==> config.mk <==
export PLATFORM = sky130hd
export DESIGN_NAME = seq_mul_bcd_disp_flat
export DESIGN_NICKNAME = d
export VERILOG_FILES = /design/src/rtl/seq_mul_bcd_disp_if.sv /design/src/rtl/seq_mul_bcd_disp.sv /design/src/flat_wrapper.sv
export SDC_FILE = /design/constraint.sdc
export NUM_CORES = 1
export LEC_CHECK = 0
export BUFFER_PORTS_ARGS = -buffer_cell sky130_fd_sc_hd__buf_4
export CAP_MARGIN = 10
export CORE_MARGIN = 2
export CORE_UTILIZATION = 55
export CTS_BUF_LIST = sky130_fd_sc_hd__clkbuf_8
export DETAILED_ROUTE_END_ITERATION = 16
export PLACE_DENSITY_LB_ADDON = 0.15
export SKIP_CTS_REPAIR_TIMING = 1
export SLEW_MARGIN = 40
export SYNTH_ARGS = -nofsm -noshare
export SYNTH_HDL_FRONTEND = slang
export SYNTH_SLANG_ARGS = --single-unit
==> constraint.sdc <==
create_clock -name clk -period 2.7 [get_ports clk]
set_clock_uncertainty 0.15 [all_clocks]
set_input_delay 0.54 -clock clk [delete_from_list [all_inputs] [get_ports clk]]
set_output_delay 0.54 -clock clk [all_outputs]
set_load 0.02 [all_outputs]
==> src/rtl/seq_mul_bcd_disp_if.sv <==
// Request/result bundle for seq_mul_bcd_disp: operands in, binary, BCD and segment results out.
interface seq_mul_bcd_disp_if #(
  parameter int unsigned W = 8,
  parameter int unsigned D = 5
);
  logic             start;
  logic [W-1:0]     ina;
  logic [W-1:0]     inb;
  logic             busy;
  logic             done;
  logic [2*W-1:0]   product;
  logic [4*D-1:0]   bcd;
  logic [7*D-1:0]   seg;

  modport master (output start, ina, inb, input busy, done, product, bcd, seg);
  modport slave  (input start, ina, inb, output busy, done, product, bcd, seg);
endinterface

==> src/rtl/seq_mul_bcd_disp.sv <==
// Sequential shift-add multiplier followed by double-dabble BCD conversion and 7-segment decode.
// Optional macro LEAD_ZERO_BLANK_EN blanks digits above the most significant non-zero digit.
module seq_mul_bcd_disp #(
  parameter int unsigned W = 8,
  parameter int unsigned D = 5
) (
  input  logic               clk,
  input  logic               rst_n,
  seq_mul_bcd_disp_if.slave  bus
);

  localparam int unsigned PW = 2 * W;
  localparam int unsigned BW = 4 * D;
  localparam int unsigned SW = 7 * D;
  localparam int unsigned CW = $clog2(PW) + 1;

  typedef enum logic [1:0] {IDLE, MUL, CONV} state_t;

  state_t         state;
  logic [CW-1:0]  cnt;
  logic [PW-1:0]  ma;
  logic [W-1:0]   mb;
  logic [PW-1:0]  acc;
  logic [PW-1:0]  sbin;
  logic [BW-1:0]  bwork;
  logic [PW-1:0]  product_q;
  logic [BW-1:0]  bcd_q;
  logic [SW-1:0]  seg_q;
  logic           busy_q;
  logic           done_q;

  logic [PW-1:0]  acc_add;
  logic [BW-1:0]  adj;
  logic [BW-1:0]  bwork_nxt;
  logic [SW-1:0]  seg_nxt;
  logic [3:0]     dig;
  logic           lit;

  function automatic logic [6:0] seg7(input logic [3:0] d);
    case (d)
      4'd0:    seg7 = 7'b0111111;
      4'd1:    seg7 = 7'b0000110;
      4'd2:    seg7 = 7'b1011011;
      4'd3:    seg7 = 7'b1001111;
      4'd4:    seg7 = 7'b1100110;
      4'd5:    seg7 = 7'b1101101;
      4'd6:    seg7 = 7'b1111101;
      4'd7:    seg7 = 7'b0000111;
      4'd8:    seg7 = 7'b1111111;
      4'd9:    seg7 = 7'b1101111;
      default: seg7 = 7'b0000000;
    endcase
  endfunction

  assign acc_add = mb[0] ? acc + ma : acc;

  // Double-dabble step: add 3 to every digit >= 5, then shift in the next product bit.
  always_comb begin
    adj = bwork;
    for (int i = 0; i < int'(D); i++) begin
      if (bwork[4*i +: 4] >= 4'd5) adj[4*i +: 4] = bwork[4*i +: 4] + 4'd3;
    end
    bwork_nxt = {adj[BW-2:0], sbin[PW-1]};
  end

  // Decode walks from the top digit down so blanking can stop at the first non-zero digit.
  always_comb begin
    seg_nxt = '0;
    dig     = '0;
    lit     = 1'b0;
    for (int i = int'(D) - 1; i >= 0; i--) begin
      dig = bwork_nxt[4*i +: 4];
`ifdef LEAD_ZERO_BLANK_EN
      lit = lit | (dig != 4'd0) | (i == 0);
`else
      lit = 1'b1;
`endif
      seg_nxt[7*i +: 7] = lit ? seg7(dig) : 7'b0000000;
    end
  end

  always_ff @(posedge clk or negedge rst_n) begin
    if (!rst_n) begin
      state     <= IDLE;
      cnt       <= '0;
      ma        <= '0;
      mb        <= '0;
      acc       <= '0;
      sbin      <= '0;
      bwork     <= '0;
      product_q <= '0;
      bcd_q     <= '0;
      seg_q     <= '0;
      busy_q    <= 1'b0;
      done_q    <= 1'b0;
    end else begin
      done_q <= 1'b0;
      case (state)
        IDLE: begin
          if (bus.start) begin
            ma     <= PW'(bus.ina);
            mb     <= bus.inb;
            acc    <= '0;
            cnt    <= '0;
            busy_q <= 1'b1;
            state  <= MUL;
          end
        end
        MUL: begin
          acc <= acc_add;
          ma  <= ma << 1;
          mb  <= mb >> 1;
          if (cnt == CW'(W - 1)) begin
            cnt   <= '0;
            sbin  <= acc_add;
            bwork <= '0;
            state <= CONV;
          end else begin
            cnt <= cnt + CW'(1);
          end
        end
        CONV: begin
          sbin  <= sbin << 1;
          bwork <= bwork_nxt;
          if (cnt == CW'(PW - 1)) begin
            product_q <= acc;
            bcd_q     <= bwork_nxt;
            seg_q     <= seg_nxt;
            done_q    <= 1'b1;
            busy_q    <= 1'b0;
            cnt       <= '0;
            state     <= IDLE;
          end else begin
            cnt <= cnt + CW'(1);
          end
        end
        default: state <= IDLE;
      endcase
    end
  end

  assign bus.busy    = busy_q;
  assign bus.done    = done_q;
  assign bus.product = product_q;
  assign bus.bcd     = bcd_q;
  assign bus.seg     = seg_q;

endmodule
==> src/flat_wrapper.sv <==
// flat-port wrapper written by rule: the top's interface ports become plain ports
module seq_mul_bcd_disp_flat 
#(
  parameter int unsigned W = 8,
  parameter int unsigned D = 5
)
  (clk, rst_n, bus_start, bus_ina, bus_inb, bus_busy, bus_done, bus_product, bus_bcd, bus_seg);
  seq_mul_bcd_disp_if #(.W(W), .D(D)) bus_i ();
  input  logic clk;
  input  logic rst_n;
  input wire logic [$bits(bus_i.start)-1:0] bus_start;
  input wire logic [$bits(bus_i.ina)-1:0] bus_ina;
  input wire logic [$bits(bus_i.inb)-1:0] bus_inb;
  output wire logic [$bits(bus_i.busy)-1:0] bus_busy;
  output wire logic [$bits(bus_i.done)-1:0] bus_done;
  output wire logic [$bits(bus_i.product)-1:0] bus_product;
  output wire logic [$bits(bus_i.bcd)-1:0] bus_bcd;
  output wire logic [$bits(bus_i.seg)-1:0] bus_seg;
  assign bus_i.start = bus_start;
  assign bus_i.ina = bus_ina;
  assign bus_i.inb = bus_inb;
  assign bus_busy = bus_i.busy;
  assign bus_done = bus_i.done;
  assign bus_product = bus_i.product;
  assign bus_bcd = bus_i.bcd;
  assign bus_seg = bus_i.seg;
  seq_mul_bcd_disp #(.W(W), .D(D)) u_core (.clk(clk), .rst_n(rst_n), .bus(bus_i));
endmodule
==> results of run 1 <==
==> cells in the final DEF (no fill, tap or decap), drive strengths merged, types with 12 or more instances in the layout <==
cell type,instances
dfrtp,156
nand2,148
buf,122
o21ai,106
a21oi,63
ha,62
nor2,51
inv,37
nand3,34
mux2i,25
clkbuf,23
a31oi,14
xnor2,14
a21o,12
==> cells by family (layout without fill, tap and decap cells) <==
kind of cell | Yosys count | after routing | synth area share, %
and+or+nand+nor | 286 | 286 | 15.50
AOI/OAI and AO/OA | 250 | 250 | 17.95
DFF | 156 | 156 | 46.95
buffers and inverters | 82 | 190 | 3.867
adders and majority gates | 63 | 63 | 9.570
muxes | 34 | 34 | 4.273
xor gates and xnor gates | 18 | 18 | 1.896
==> worst paths after layout <==
kind                                             from                endpoint  slack [ns]
worst max-delay path                    u_core.acc[8]         u_core.sbin[15]        0.13
worst min-delay path                       bus_inb[2]            u_core.mb[2]        0.21
worst max register to register          u_core.acc[8]         u_core.sbin[15]        0.13
worst min register to register  u_core.bus.product[2]   u_core.bus.product[2]        0.33
max in group asynchronous                       rst_n  u_core.bus.product[12]        1.30
min in group asynchronous                       rst_n         u_core.bwork[7]        0.42
==> worst max-delay path: cells and delay by family, from the launching register on <==
| family | cells | cell delay, ns |
|---|---|---|
| AOI/OAI and AO/OA | 5 | 1.08 |
| DFF | 1 | 0.44 |
| adders and majority gates | 1 | 0.40 |
| muxes | 1 | 0.32 |
| and+or+nand+nor | 1 | 0.08 |
==> state kept, by name (all words and copies together) (netlist names) <==
signal and flops:
u_core.bus.bcd 20, u_core.bus.seg 35, u_core.bus.done 1, u_core.acc 16, u_core.bus.busy 1, u_core.state 2, u_core.ma 16, u_core.bus.product 16
u_core.sbin 16, u_core.bwork 20, u_core.cnt 5, u_core.mb 8
==> power by group through the flow <==
stage / registers [W] / logic, W / clock network (W)
2_1_floorplan: 0.00298 / 0.00246 / 0
3_3_place_gp: 0.00309 / 0.00314 / 0
3_5_place_dp: 0.00310 / 0.00321 / 0
4_1_cts: 0.00305 / 0.00323 / 0.00183
5_1_grt: 0.00311 / 0.00374 / 0.00192
6_report: 0.00306 / 0.00325 / 0.00179
==> per-layer routing <==
metal | part of all wire, % | vias to the layer above
met1 | 48 | 3146
met5 | 0 | -
li1 | - | 3283
met3 | 3.9 | 25
met2 | 47 | 130
met4 | 1.4 | 0
==> cell type report <==
class                   instances  area, µm²  share of cell area, %
clock inverters                 8      90.09                 0.9212
flip-flops and latches        156       3904                  39.92
clock buffers                  23      316.6                  3.237
well taps                     184      230.2                  2.354
inverters                      36      135.1                  1.382
repair buffers                123      967.2                  9.890
multi-input cells             651       4136                  42.30
==> through the flow <==
step,cells,worst slack (ns)
after floorplan,889,0.1503
after global placement,1148,0.08991
after detailed placement,1148,0.05788
after CTS,1179,0.04249
after global routing,1181,-0.005307
final,1181,0.1280
==> qor.txt, run 1 <==
Power share of the clock group = 22.1%
Arr. time, crit path = 2.77 ns
Final Max Tran Viols = 0
Avg Vias per Cell = 5.575
Crit-path max FO = 6
Inserted Clock Buffers = 17
Fillers = 1267
Fmax = 388.8 MHz
Synth area leaders = dfrtp_1 (47%), ha_1 (9.3%), nand2_1 (6.7%)
Initial antenna violation count = 0
Dpl hpwl = 12710 µm
Final hold vios = 0
Combinational Power Share = 40.1%
Top_reg_cell synth = dfrtp_1
Pwr Total = 0.008105 W
Tcrit/Tclk final = 95.26%
Avg WL per Cell = 15.15 µm
Synth top cells by count = dfrtp_1 (156), nand2_1 (148), o21ai_0 (103)
Placer Congestion = 0.8631
Die X = 127.0 µm
Total Wirelength = 17890 µm
Core Footprint = 14640 µm²
Number of flops mapped to enable cells by yosys = 0
VDD IR max = 0.5970 mV
Largest net degree at the start of global routing = 70
GR Layer Usage met3 = 4.133%
Leak = 4.899 nW
Sequential power share = 37.7%
Yosys top cell area share = 46.95%
Syn Inst Count = 889
Vias post-DR = 6584
Count leader, synth = dfrtp_1
Crit start category = flop
NetSw = 0.003130 W
Ys async rst share = 100.0%
Kind of end point of the critical path = flop
Worst-Margin Slew = 0.8025 ns
Hold Crit Depth = 3
DRT antenna net count = 0
Max Root-Sink Buffers = 2
Met2 Use GR = 37.95%
R2R depth = 8
Mapped Area = 8315 µm²
Register area share after synthesis = 46.95%
Design area = 9779 µm²
Number of global-route vias before repair = 6253
Worst-path cell chain = ha_1 > a21o_1 > a32o_1 > a41oi_2 > o31ai_2 > mux2i_2 > nor4b_2 > a211o_1
Distinct cells, synth = 55
Pint = 0.004975 W
Slew HR = 46.50%
Crit path largest cell delay = 0.44 ns
Initial Utilization = 56.78%
Worst Path Required = 2.90 ns
Ports = 92
CTS Root Buffer Type = clkbuf_8
Port bufs = 91
Synth area leader = dfrtp_1
Number of synthesized register bits = 156
Met1 GRT Util = 32.02%
Placement Cell Area = 9328 µm²
Ys Warns = 0
Hold/Removal Path Class = input port to flop
TritonCTS clock tree = built
H-tree Lvls = 4
Mean Syn Cell Area = 9.354 µm²
Antenna cells = 0
Grt ovf = 0
Grt peak-use layer = met2
Syn nets = 971
Hold Slack = 0.2109 ns
Clk Latency, worst-skew pair = 0.46 ns
Number of DRC markers in iteration 0 = 447
CP max stage cell = dfrtp_1
FP Rows = 44
Share of post-route cells with drive strength above 1 = 17.65%
Clock sink count = 156
Final setup fails = 0
Post-route DRC = 0
Fin Setup TNS = 0 ns
Maxcap violations = 0
Die ar. = 16120 µm²
Min cycle time layout = 2.572 ns
First-pass GRT wire length = 30390 µm
Layout Utilization = 66.78%
Die height = 127.0 µm
Worst setup path class = flop to flop
Total GRT Usage = 23.20%
Area growth syn-to-layout = 17.60%
Drt pass-1 iters = 5
Clk slew on worst S/H paths = 0.08 ns
Fin nets = 1067
P per Cell Area = 828.8 nW/µm²
Status = finished, final reports clean
Switch share = 38.62%
(Power assumes the default switching activity.)
==> inputs of run 2 (changes only) <==
--- a/config.mk
+++ b/config.mk
@@ -5,6 +5,7 @@
 export SDC_FILE = /design/constraint.sdc
 export NUM_CORES = 1
 export LEC_CHECK = 0
+export ABC_AREA = 1
 export BUFFER_PORTS_ARGS = -buffer_cell sky130_fd_sc_hd__buf_4
 export CAP_MARGIN = 10
 export CORE_MARGIN = 2
@@ -12,6 +13,7 @@
 export CTS_BUF_LIST = sky130_fd_sc_hd__clkbuf_8
 export DETAILED_ROUTE_END_ITERATION = 16
 export PLACE_DENSITY_LB_ADDON = 0.15
+export RECOVER_POWER = 25
 export SKIP_CTS_REPAIR_TIMING = 1
 export SLEW_MARGIN = 40
 export SYNTH_ARGS = -nofsm -noshare
==> run 2 against run 1 <==
  * Design area up 0.70%
  * Sequential share of layout area down 0.28 points
  * Clock power down 2%
  * Flip-flop and latch count unchanged
  * Synthesized cell count up 18%
  * Worst hold slack worse by 0.045 ns
  * Synthesized area up 2.7%
  * Count of clock-buffer cells in the layout down 2
  * Worst setup slack better by 0.21 ns
  * Highest routed layer unchanged
==> qor.txt, run 2 <==
DP Worst Slack = 0.4009 ns (was 0.05788 ns)
Clock sink count = 156 (unchanged)
Crit start category = flop (unchanged)
Final setup fails = 0 (unchanged)
Die X = 128.6 µm (was 127.0 µm)
Vias post-DR = 7077 (was 6584)
Worst setup endpoint = u_core.bus.seg[26] (was u_core.sbin[15])
Arr. time, crit path = 2.59 ns (was 2.77 ns)
Clk slew on worst S/H paths = 0.08 ns (about the same)
FF-to-FF Start = u_core.bwork[13] (was u_core.acc[8])
Kind of end point of the critical path = flop (unchanged)
Number of flops mapped to enable cells by yosys = 0 (unchanged)
Ports = 92 (unchanged)
DRT antenna net count = 0 (unchanged)
Number of global-route vias before repair = 6524 (was 6253)
Post-route DRC = 0 (unchanged)
FP Rows = 45 (was 44)
Ys async rst share = 100.0% (unchanged)
Worst setup path class = flop to flop (unchanged)
Syn nets = 1135 (was 971)
Placement Cell Area = 9462 µm² (was 9328 µm²)
Most common cell after layout, fill and taps aside = nand2_1 (was dfrtp_1)
H-tree Lvls = 4 (unchanged)
VDD IR max = 0.4891 mV (was 0.5970 mV)
Worst Path Required = 2.93 ns (was 2.90 ns)
Final hold vios = 0 (unchanged)
Port bufs = 91 (unchanged)
Crit-path max FO = 6 (unchanged)
Die ar. = 16540 µm² (was 16120 µm²)
CP max stage cell = dfrtp_1 (unchanged)
Avg WL per Cell = 13.63 µm (was 15.15 µm)
Inserted Clock Buffers = 17 (unchanged)
Layout Utilization = 64.78% (was 66.78%)
Reg2Reg Setup Slack = 0.34 ns (was 0.13 ns)
Slew HR = 9.678% (was 46.50%)
Initial Utilization = 56.19% (was 56.78%)
Syn Inst Count = 1053 (was 889)
Status = finished, final reports clean (unchanged)
Worst-path cell chain = inv_1 > ha_1 > inv_1 > o21ai_2 > nand2_2 > xor2_1 > buf_4 > inv_1 > ha_1 > o21ai_0 > nand2_1 > a21oi_1 (was ha_1 > a21o_1 > a32o_1 > a41oi_2 > o31ai_2 > mux2i_2 > nor4b_2 > a211o_1)
Register area share after synthesis = 45.70% (was 46.95%)
Mapped Area = 8542 µm² (was 8315 µm²)
Synth top cells by count = nand2_1 (253), dfrtp_1 (156), inv_1 (132) (was dfrtp_1 (156), nand2_1 (148), o21ai_0 (103))
Tcrit/Tclk final = 87.38% (was 95.26%)
Dpl hpwl = 13110 µm (was 12710 µm)
Final Max Tran Viols = 0 (unchanged)
Most frequent CP cell = inv_1
Top_reg_cell synth = dfrtp_1 (unchanged)
RSZ-0062 raised after global routing = no
Fmax = 423.9 MHz (was 388.8 MHz)
Most frequent cells in the layout = nand2_1 (253), dfrtp_1 (156), inv_1 (134) (was dfrtp_1 (156), nand2_1 (147), buf_4 (118))
Distinct cells, synth = 35 (was 55)
Leak = 5.325 nW (was 4.899 nW)
Fin nets = 1226 (was 1067)
P per Cell Area = 814.8 nW/µm² (was 828.8 nW/µm²)
Count leader, synth = nand2_1 (was dfrtp_1)
CTS Root Buffer Type = clkbuf_8 (unchanged)
Initial antenna violation count = 0 (unchanged)
PnR worst setup slack = 0.3409 ns (was 0.1280 ns)
Synth area leaders = dfrtp_1 (46%), nand2_1 (11%), ha_1 (9.1%) (was dfrtp_1 (47%), ha_1 (9.3%), nand2_1 (6.7%))
Number of synthesized register bits = 156 (unchanged)
Maxcap violations = 0 (unchanged)
Worst Setup SP = u_core.bwork[13] (was u_core.acc[8])
Area growth syn-to-layout = 15.29% (was 17.60%)
Fin Setup TNS = 0 ns (unchanged)
Avg Vias per Cell = 5.270 (was 5.575)
Design area = 9848 µm² (was 9779 µm²)
Antenna cells = 0 (unchanged)
Share of post-route cells with drive strength above 1 = 15.58% (was 17.65%)
Max Root-Sink Buffers = 2 (unchanged)
Max reg flops = 35 (unchanged)
Clk Latency, worst-skew pair = 0.46 ns (about the same)
Grt ovf = 0 (unchanged)
R2R depth = 12 (was 8)
Hold/Removal Path Class = input port to flop (unchanged)
Synth area leader = dfrtp_1 (unchanged)
Largest net degree at the start of global routing = 61 (was 70)
Mean Syn Cell Area = 8.112 µm² (was 9.354 µm²)
TritonCTS clock tree = built (unchanged)
Core Footprint = 15200 µm² (was 14640 µm²)
Drt pass-1 iters = 5 (unchanged)
Die height = 128.6 µm (was 127.0 µm)
Placer Congestion = 0.8933 (was 0.8631)
Total GRT Usage = 23.07% (was 23.20%)
Worst-Margin Slew = 1.355 ns (was 0.8025 ns)
First-pass GRT wire length = 30630 µm (was 30390 µm)
Worst R2R End = u_core.bus.seg[26] (was u_core.sbin[15])
Total Wirelength = 18310 µm (was 17890 µm)
Crit path largest cell delay = 0.42 ns (was 0.44 ns)
Min cycle time layout = 2.359 ns (was 2.572 ns)
Yosys top cell area share = 45.70% (was 46.95%)
Ys Warns = 0 (unchanged)
Number of DRC markers in iteration 0 = 404 (was 447)
-- run 2: worst max-delay path, delay by kind of cell (launching register included) --
family	cells	cell delay, ns
compound gates	3	0.43
xor+xnor	1	0.26
fa+ha+maj	2	0.40
buf+inv	4	0.44
flops	1	0.42
simple gates	2	0.18
-- run 2: how the worst min path moves through the flow --
stage | end | start | cells after the start
3_5_place_dp | u_core.sbin[9] | u_core.sbin[9] | 2
4_1_cts | u_core.bus.seg[9] | rst_n | 1
5_1_grt | u_core.mb[7] | bus_inb[7] | 3
3_3_place_gp | u_core.sbin[11] | u_core.sbin[11] | 2
6_report | u_core.ma[3] | bus_ina[3] | 3
2_1_floorplan | u_core.acc[0] | rst_n | 0
-- run 2: layer usage --
metal	wire length (µm)	vias to the layer above	track usage, %	part of all wire [%]
met2	8451	150	37.42	46
li1	-	3576	-	-
met1	8897	3331	32.15	49
met3	743	20	3.825	4.1
met4	213	0	7.033	1.2
met5	0	-	0	0
-- run 2: logic make-up (layout without fill, tap and decap cells) --
family                   count (synthesis)  in the layout  share of synthesized area [%]
flip-flops                             156            156                          45.70
adder cells (fa/ha/maj)                 63             63                          9.316
XOR/XNOR                                13             13                          1.421
buffers and inverters                  176            278                          8.261
AND/OR/NAND/NOR                        412            412                          19.29
AO/OA/AOI/OAI                          233            233                          16.01
-- run 2: area by class of cell --
type	count	area [µm²]
clock inverter	9	96.34
sequential	156	3904
clock buffer	21	289.0
fill	1341	5354
timing repair buffer	110	873.3
tap	188	235.2
multi-input combinational	721	3933
inverter	138	518.0
-- run 2: power breakdown --
group          total (W)  internal [W]  switching (W)
Clock            0.00175      0.000898       0.000854
Combinational    0.00331       0.00112        0.00219
Sequential       0.00296       0.00272       0.000243
Total            0.00802       0.00474        0.00328
-- run 2: through the flow --
| step | total power [W] | hold WS (ns) | std cells |
|---|---|---|---|
| global route | 0.008667 | 0.1662 | 1343 |
| detailed placement | 0.006307 | 0.3197 | 1312 |
| CTS | 0.008053 | -0.1261 | 1342 |
| floorplan | 0.005486 | 0.09441 | 1053 |
| global placement | 0.006246 | 0.3140 | 1312 |
| finish | 0.008025 | 0.1660 | 1343 |
==> inputs of run 3 (changes only) <==
--- a/config.mk
+++ b/config.mk
@@ -5,7 +5,7 @@
 export SDC_FILE = /design/constraint.sdc
 export NUM_CORES = 1
 export LEC_CHECK = 0
-export ABC_AREA = 1
+export ABC_AREA = 0
 export BUFFER_PORTS_ARGS = -buffer_cell sky130_fd_sc_hd__buf_4
 export CAP_MARGIN = 10
 export CORE_MARGIN = 2
==> run 3 against run 2 <==
  * Total power increased by 0.94%
  * Final cell count decreased by 12%
  * Routed wire length decreased by 2.3%
  * Combinational power decreased by 2%
  * Critical path type unchanged
  * Sequential power increased by 3%
==> qor.txt, run 3 (synthesis gave the netlist of run 1 again) <==
Largest net degree at the start of global routing = 70 (was 61)
Core Footprint = 14640 µm² (was 15200 µm²)
Fillers = 1270 (was 1341)
Fin nets = 1067 (was 1226)
Antenna cells = 0 (unchanged)
Worst-Margin Slew = 1.111 ns (was 1.355 ns)
Hold Crit Depth = 3 (unchanged)
R2R depth = 8 (was 12)
Reg area = 3904 µm² (unchanged)
Leak = 4.887 nW (was 5.325 nW)
CP top delay family = compound AO/OA/AOI/OAI gates (was buffers and inverters)
Post-route DRC = 0 (unchanged)
Share of post-route cells with drive strength above 1 = 17.65% (was 15.58%)
Clock sink count = 156 (unchanged)
Max Root-Sink Buffers = 2 (unchanged)
Final setup fails = 0 (unchanged)
DRT antenna net count = 0 (unchanged)
Avg Vias per Cell = 5.563 (was 5.270)
Clk slew on worst S/H paths = 0.08 ns (about the same)
Total Wirelength = 17880 µm (was 18310 µm)
Number of global-route vias before repair = 6253 (was 6524)
Slew HR = 25.94% (was 9.678%)
Area growth syn-to-layout = 17.23% (was 15.29%)
Reg2Reg Setup Slack = 0.10 ns (was 0.34 ns)
CP max stage cell = dfrtp_1 (unchanged)
Hold Slack = 0.2118 ns (was 0.1660 ns)
Arr. time, crit path = 2.80 ns (was 2.59 ns)
Max reg flops = 35 (unchanged)
Worst R2R End = u_core.sbin[15] (was u_core.bus.seg[26])
Total GRT Usage = 23.20% (was 23.07%)
Most frequent cells in the layout = dfrtp_1 (156), nand2_1 (147), buf_4 (118) (was nand2_1 (253), dfrtp_1 (156), inv_1 (134))
Number of DRC markers in iteration 0 = 371 (was 404)
Crit start category = flop (unchanged)
Min cycle time layout = 2.597 ns (was 2.359 ns)
Placer Congestion = 0.8631 (was 0.8933)
Fmax = 385.1 MHz (was 423.9 MHz)
Final hold vios = 0 (unchanged)
Inserted Clock Buffers = 17 (unchanged)
Placement Cell Area = 9328 µm² (was 9462 µm²)
CTS Root Buffer Type = clkbuf_8 (unchanged)
Crit path largest cell delay = 0.44 ns (was 0.42 ns)
Tcrit/Tclk final = 96.18% (was 87.38%)
Die height = 127.0 µm (was 128.6 µm)
Worst hold path endpoint = u_core.mb[2] (was u_core.ma[3])
Worst setup path class = flop to flop (unchanged)
Status = finished, final reports clean (unchanged)
Design area = 9748 µm² (was 9848 µm²)
Die X = 127.0 µm (was 128.6 µm)
Final Max Tran Viols = 0 (unchanged)
Clk Latency, worst-skew pair = 0.46 ns (about the same)
Kind of end point of the critical path = flop (unchanged)
Crit-path max FO = 6 (unchanged)
Worst-path cell chain = ha_1 > a21o_1 > a32o_1 > a41oi_2 > o31ai_2 > mux2i_2 > nor4b_2 > a211o_1 (was inv_1 > ha_1 > inv_1 > o21ai_2 > nand2_2 > xor2_1 > buf_4 > inv_1 > ha_1 > o21ai_0 > nand2_1 > a21oi_1)
Hold/Removal Path Class = input port to flop (unchanged)
Ports = 92 (unchanged)
First-pass GRT wire length = 30390 µm (was 30630 µm)
Port bufs = 91 (unchanged)
Vias post-DR = 6570 (was 7077)
Grt ovf = 0 (unchanged)
Footprint of the multi-input gates = 4136 µm² (was 3933 µm²)
CP bufs+invs = 0 (was 4)
Maxcap violations = 0 (unchanged)
Logic depth of the worst path, buffers included = 8 (was 12)
Avg WL per Cell = 15.14 µm (was 13.63 µm)
Most common cell after layout, fill and taps aside = dfrtp_1 (was nand2_1)
Dpl hpwl = 12710 µm (was 13110 µm)
VDD IR max = 0.5965 mV (was 0.4891 mV)
H-tree Lvls = 4 (unchanged)
Worst Path Required = 2.90 ns (was 2.93 ns)
P per Cell Area = 831.0 nW/µm² (was 814.8 nW/µm²)
FP Rows = 44 (was 45)
Initial Utilization = 56.78% (was 56.19%)
Initial antenna violation count = 0 (unchanged)
Die ar. = 16120 µm² (was 16540 µm²)
TritonCTS clock tree = built (unchanged)
Drt pass-1 iters = 6 (was 5)
Hold_sp = bus_inb[2] (was bus_ina[3])
FF-to-FF Start = u_core.acc[8] (was u_core.bwork[13])
[run 3: cell types whose count changed in the layout (fill, tap and decap cells not counted), sizes merged, moves of 12 or more]
cell and delta:
nor2 -49, inv -103, xnor2 +12, o22ai -29
mux2i +25, nand2 -111, buf +12, a21o +12
[run 3: worst max-delay path by stage]
stage                             start              end  slack [ns]
after CTS                  u_core.ma[0]  u_core.sbin[14]        0.04
after global placement     u_core.ma[0]  u_core.sbin[14]        0.09
after floorplan           u_core.acc[0]   u_core.acc[14]        0.15
after global routing       u_core.ma[0]   u_core.acc[14]      -0.005
final                     u_core.acc[8]  u_core.sbin[15]        0.10
after detailed placement   u_core.ma[0]  u_core.sbin[14]        0.06
[run 3: worst register-to-register path, delay by kind of cell, from the launching register on]
kind,cells,cell delay (ns)
AOI/OAI and AO/OA,5,1.09
DFF,1,0.44
adders and majority gates,1,0.40
muxes,1,0.33
and+or+nand+nor,1,0.09
[run 3: layout make-up]
class | count | area share [%]
Clock buffer | 23 | 3.247
Clock inverter | 8 | 0.9241
Timing Repair Buffer | 123 | 9.601
Inverter | 36 | 1.386
Sequential cell | 156 | 40.05
Multi-Input combinational cell | 651 | 42.43
Tap cell | 184 | 2.362
[run 3: through the flow]
stage / total power, W / instances / utilization [%] / worst slack (ns) / TNS (ns)
final: 0.008100 / 1181 / 66.57 / 0.1030 / 0
after global routing: 0.008766 / 1181 / 66.57 / -0.005307 / -0.005307
after floorplan: 0.005437 / 889 / - / 0.1503 / 0
after global placement: 0.006230 / 1148 / 63.70 / 0.08991 / 0
after CTS: 0.008112 / 1179 / 66.47 / 0.04249 / 0
after detailed placement: 0.006308 / 1148 / 63.70 / 0.05788 / 0
[run 3: layer usage]
| metal | part of all wire, % | GRT usage (%) |
|---|---|---|
| met4 | 1.2 | 6.658 |
| met2 | 48 | 37.95 |
| met5 | 0 | 0 |
| met1 | 47 | 32.02 |
| met3 | 3.9 | 4.133 |
[run 3: where the power goes]
part / total (W) / leakage [nW] / internal (W) / switching [W]
logic: 0.00325 / 2.59 / 0.00131 / 0.00194
clock network: 0.00180 / 0.216 / 0.000954 / 0.000843
registers: 0.00306 / 2.08 / 0.00271 / 0.000350
total: 0.00810 / 4.89 / 0.00497 / 0.00313
